`config.mk`:
```
export PLATFORM = sky130hd
export DESIGN_NAME = uart_rx
export DESIGN_NICKNAME = d
export VERILOG_FILES = /design/src/rtl/uart_pkg.sv /design/src/rtl/sync2.sv /design/src/rtl/uart_rx.sv
export SDC_FILE = /design/constraint.sdc
export NUM_CORES = 1
export LEC_CHECK = 0
export CAP_MARGIN = 20
export CORE_ASPECT_RATIO = 1.75
export CORE_MARGIN = 8
export CORE_UTILIZATION = 40
export CTS_BUF_LIST = sky130_fd_sc_hd__clkbuf_16
export DETAILED_ROUTE_END_ITERATION = 16
export PLACE_DENSITY = 0.69
export SYNTH_ARGS = -nofsm -noshare
export SYNTH_HDL_FRONTEND = slang
export SYNTH_SLANG_ARGS = --single-unit
```
`constraint.sdc`:
```
create_clock -name Clock -period 2.2 [get_ports Clock]
set_clock_uncertainty 0.1 [all_clocks]
set_input_delay 0.44 -clock Clock [delete_from_list [all_inputs] [get_ports Clock]]
set_output_delay 0.44 -clock Clock [all_outputs]
set_load 0.005 [all_outputs]
```
`src/rtl/uart_pkg.sv`:
```
// uart_pkg: shared UART constants, rx state encoding and baud-divider value.
package uart_pkg;
  localparam int DATA_BITS_DEF = 8;
  localparam int OVERSAMPLE_DEF = 16;
  localparam int CLK_HZ = 50_000_000;
  localparam int BAUD = 115_200;
  // Terminal count for the Counter stage that produces the oversample Enable tick.
  localparam int BAUD_DIV = CLK_HZ / (BAUD * OVERSAMPLE_DEF);
  typedef enum logic [2:0] {IDLE, START, DATA, STOP, WAIT_HIGH} rx_state_t;
endpackage

```
`src/rtl/sync2.sv`:
```
// sync2: two-flop synchronizer with selectable reset value.
module sync2 #(
  parameter logic RST_VAL = 1'b1
) (
  input  logic clk,
  input  logic rst,
  input  logic d,
  output logic q
);
  logic s1;
  always_ff @(posedge clk)
    if (rst) {q, s1} <= {2{RST_VAL}};
    else {q, s1} <= {s1, d};
endmodule

```
`src/rtl/uart_rx.sv`:
```
// uart_rx: oversampled UART receiver with sticky framing and overrun flags.
module uart_rx
  import uart_pkg::*;
#(
  parameter int DATA_BITS = DATA_BITS_DEF,
  parameter int OVERSAMPLE = OVERSAMPLE_DEF
) (
  input  logic                 Clock,
  input  logic                 Reset,
  input  logic                 Enable,
  input  logic                 RxIn,
  input  logic                 RxRead,
  output logic [DATA_BITS-1:0] RxData,
  output logic                 RxReady,
  output logic                 FramingError,
  output logic                 Overrun
);
  localparam int CW = $clog2(OVERSAMPLE);
  localparam int IW = $clog2(DATA_BITS + 1);
  localparam logic [CW-1:0] HALF = CW'(OVERSAMPLE / 2 - 1);
  localparam logic [CW-1:0] FULL = CW'(OVERSAMPLE - 1);
  localparam logic [IW-1:0] LAST_BIT = IW'(DATA_BITS - 1);
  rx_state_t state;
  logic [CW-1:0] cnt;
  logic [IW-1:0] idx;
  logic [DATA_BITS-1:0] sh;
  logic line, stop_tick, done, bad_stop;
  sync2 #(.RST_VAL(1'b1)) u_sync (.clk(Clock), .rst(Reset), .d(RxIn), .q(line));
  assign stop_tick = Enable && state == STOP && cnt == FULL;
  assign done = stop_tick && line;
  assign bad_stop = stop_tick && !line;
  always_ff @(posedge Clock) begin
    if (Reset) begin
      state <= IDLE;
      cnt <= '0;
      idx <= '0;
      sh <= '0;
    end else if (Enable) begin
      case (state)
        IDLE: if (!line) begin
          state <= START;
          cnt <= '0;
        end
        START: if (cnt == HALF) begin
          state <= line ? IDLE : DATA;
          cnt <= '0;
          idx <= '0;
        end else cnt <= cnt + 1'b1;
        DATA: if (cnt == FULL) begin
          sh <= {line, sh[DATA_BITS-1:1]};
          cnt <= '0;
          idx <= idx + 1'b1;
          if (idx == LAST_BIT) state <= STOP;
        end else cnt <= cnt + 1'b1;
        STOP: if (cnt == FULL) begin
          state <= line ? IDLE : WAIT_HIGH;
          cnt <= '0;
        end else cnt <= cnt + 1'b1;
        WAIT_HIGH: if (line) state <= IDLE;
        default: state <= IDLE;
      endcase
    end
  end
  // Later assignments win: a completion overrides the read-clear of RxReady.
  always_ff @(posedge Clock) begin
    if (Reset) begin
      RxData <= '0;
      RxReady <= 1'b0;
      FramingError <= 1'b0;
      Overrun <= 1'b0;
    end else begin
      if (RxRead) {RxReady, FramingError, Overrun} <= 3'b000;
      if (done && (!RxReady || RxRead)) begin
        RxData <= sh;
        RxReady <= 1'b1;
      end
      if (done && RxReady && !RxRead) Overrun <= 1'b1;
      if (bad_stop) FramingError <= 1'b1;
    end
  end
endmodule

```
==> metrics.txt <==
CTS resizes=0; P_int=1.003 mW; Placed Cells=218; post-synthesis mux area share=0.06377; FMAX=0.5359 GHz; Pwr Total=1.257 mW; final antenna-violating net count=0; Final TNS setup=0 ns; CP startpoint kind=input port; crit end category=flop; num rows=28; net switching power=0.2534 mW; Cell Area, Placed=1627 µm²; Leak=0.5753 nW; CTS Hold Bufs=0; # setup viols final=0; Post-Layout Cell Count=225; drt pass-1 iters=4; fraction of layout cells with a size suffix above 1=0.1056; design area=1760 µm²; Clk pin slew, worst setup/hold paths=0.05 ns; xor and xnor area share after synthesis=0.006200; width of the die=60.92 µm; Main synth FF type=dfxtp_1; DIE HEIGHT=94.62 µm; Post-route DRC=0; CP max stage delay=0.57 ns; critical path class=in -> reg; cell area after synthesis=1413 µm²; simple logic cell fraction of the synthesized area=0.2870; most frequent cells after synthesis=dfxtp_1 (32), nand2_1 (26), nor2_1 (18); GRT Util Overall=0.1248; Initial DRC Count=28; Area Overhead vs Synth=24.62%; die area=5764 µm²; largest net degree at the start of global routing=20; WL final=3100 µm; fraction of registers with async set/reset=0; combinational power share=0.027; max_cap viols=0; Worst slew margin=0.6480; largest family of logic cells by synthesized area=simple AND/OR/NAND/NOR gates; Post-DP HPWL=2226 µm; initial antenna violation count=0; number of buffers created by CTS=5; n_diodes=0; synth warn=0; CORE AREA=3398 µm²; RSZ-0062 raised after global routing=false; number of H-tree levels=2; Final period util=0.8481; switch share=0.2017; fin crit period=1.866 ns; status=complete, no violations; Mapped Avg Cell Area=8.774 µm²; CTS Buffer Depth=2; NumNets Final=187; Seq/Total Area, Yosys=0.4535; worst hold path class=reg -> reg; CP Data Required Time=2.30 ns; post-synth net total=168; Max stage delay cell, worst path=clkdlybuf4s50_1; #FFs+latches synth=32; Arr. time, crit path=1.96 ns; clk sink count=32; family with the most delay on the worst path=compound AO/OA/AOI/OAI gates; Post-Syn Instances=161; grt ovf=0; post-synth top area cell=dfxtp_1; Buf/Inv on CP=1; Max Slew Vio Count=0; WL/cell=13.78 µm; Root Buffer=clkbuf_16; Post-Synth Adder-Cell Area=0.01771; worst-margin pin slew=0.5245 ns; Final GP Congestion=0.7850; Initial Util=0.4157; Worst VDD drop=0.6638 mV; area fraction of the dominant cell type after synthesis=0.4535; vias in the first global route=1,185; CTS tree=built; clock share of power=0.505; Synth cell types=42; Worst Path Max Fanout=6; vias=1,203; vias per cell=5.347; I/O Pins=16; first-pass GRT wire length=5382 µm; Post-CTS Setup Repair Bufs=0; PortBufs=15; Worst-Skew Late Latency=0.28 ns; Final Hold Vio Count=0; number of flops mapped to enable cells by yosys=0; Compound-Gate Fraction of Synth Area=0.1364; PwrDens=713.8 nW/µm²; fin util=0.5180; top cells by area, synth=dfxtp_1 (45%), nand2_1 (6.9%), mux2i_1 (6.4%); count leader, synth=dfxtp_1; crit-path cells=clkdlybuf4s50_1, nand2b_1, a311oi_1, nand3_1, a31oi_1; Seq pwr share=0.468
==> worst register-to-register path: stages, from the launching register on <==
cell,delay (ns)
dfxtp_1,0.53
or3b_1,0.39
a211o_1,0.36
or2_1,0.26
a21oi_2,0.13
==> through the flow <==
stage          hold WS [ns]  setup WS (ns)
4_1_cts              0.3103         0.3485
6_report             0.3082         0.3341
3_5_place_dp         0.2987        0.06571
5_1_grt              0.3260         0.2634
3_3_place_gp         0.2975         0.1116
2_1_floorplan        0.2895         0.4541
==> final cells by class <==
type                    count  area (µm²)
clock buffers               5       125.1
clock inverters             2       8.758
fillers                   323        1638
inverters                   2       7.507
multi-input cells         119       721.9
flip-flops and latches     32       640.6
well taps                  45       56.30
repair buffers             20       200.2
==> power groups by stage <==
stage	clock [mW]	sequential (mW)	combinational, mW
finish	0.634	0.588	0.0345
global route	0.678	0.587	0.0376
CTS	0.648	0.587	0.0343
detailed placement	0	0.599	0.0341
global placement	0	0.599	0.0331
floorplan	0	0.596	0.0211
==> logic make-up (layout without fill, tap and decap cells) <==
group | Yosys count | after routing
compound gates | 31 | 31
xor+xnor | 1 | 1
fa+ha+maj | 2 | 2
buf+inv | 10 | 29
flops | 32 | 32
mux | 9 | 9
simple gates | 76 | 76
==> final timing paths <==
check            start        to  slack (ns)  cells after the start
max             Enable    cnt[3]        0.33                      5
min reg2reg  u_sync.s1  u_sync.q        0.31                      1
max reg2reg   state[0]    idx[1]        0.37                      4
min          u_sync.s1  u_sync.q        0.31                      1
==> cell usage in the layout, fill, tap and decap left out, types with 2 or more instances in the layout <==
master           instances
o21ai_0                  2
nand3_1                  5
a21oi_1                 16
nand2_1                 26
ha_1                     2
o21a_1                   2
inv_1                    3
nor2b_1                  2
nor3_1                   4
a21o_1                   2
or3b_1                   2
nand4b_1                 3
clkdlybuf4s50_1         15
mux2i_1                  9
nor2_1                  18
clkbuf_16                5
nand2b_1                 2
a31oi_1                  2
or2_2                    2
dfxtp_1                 32
buf_4                    4
==> registers in the layout, indices dropped and copies added, names as in the netlist <==
register,cells
cnt,4
Overrun,1
u_sync.s1,1
RxReady,1
FramingError,1
RxData,8
sh,8
u_sync.q,1
state,3
idx,4
==> layer usage <==
| layer | global-route usage | vias to the layer above | wire length, µm |
|---|---|---|---|
| met5 | 0 | - | 0 |
| met4 | 0.07828 | 0 | 93 |
| met3 | 0.05177 | 8 | 163 |
| met2 | 0.1977 | 32 | 1579 |
| met1 | 0.1315 | 563 | 1263 |
| li1 | - | 600 | - |
(Power assumes the default switching activity.)
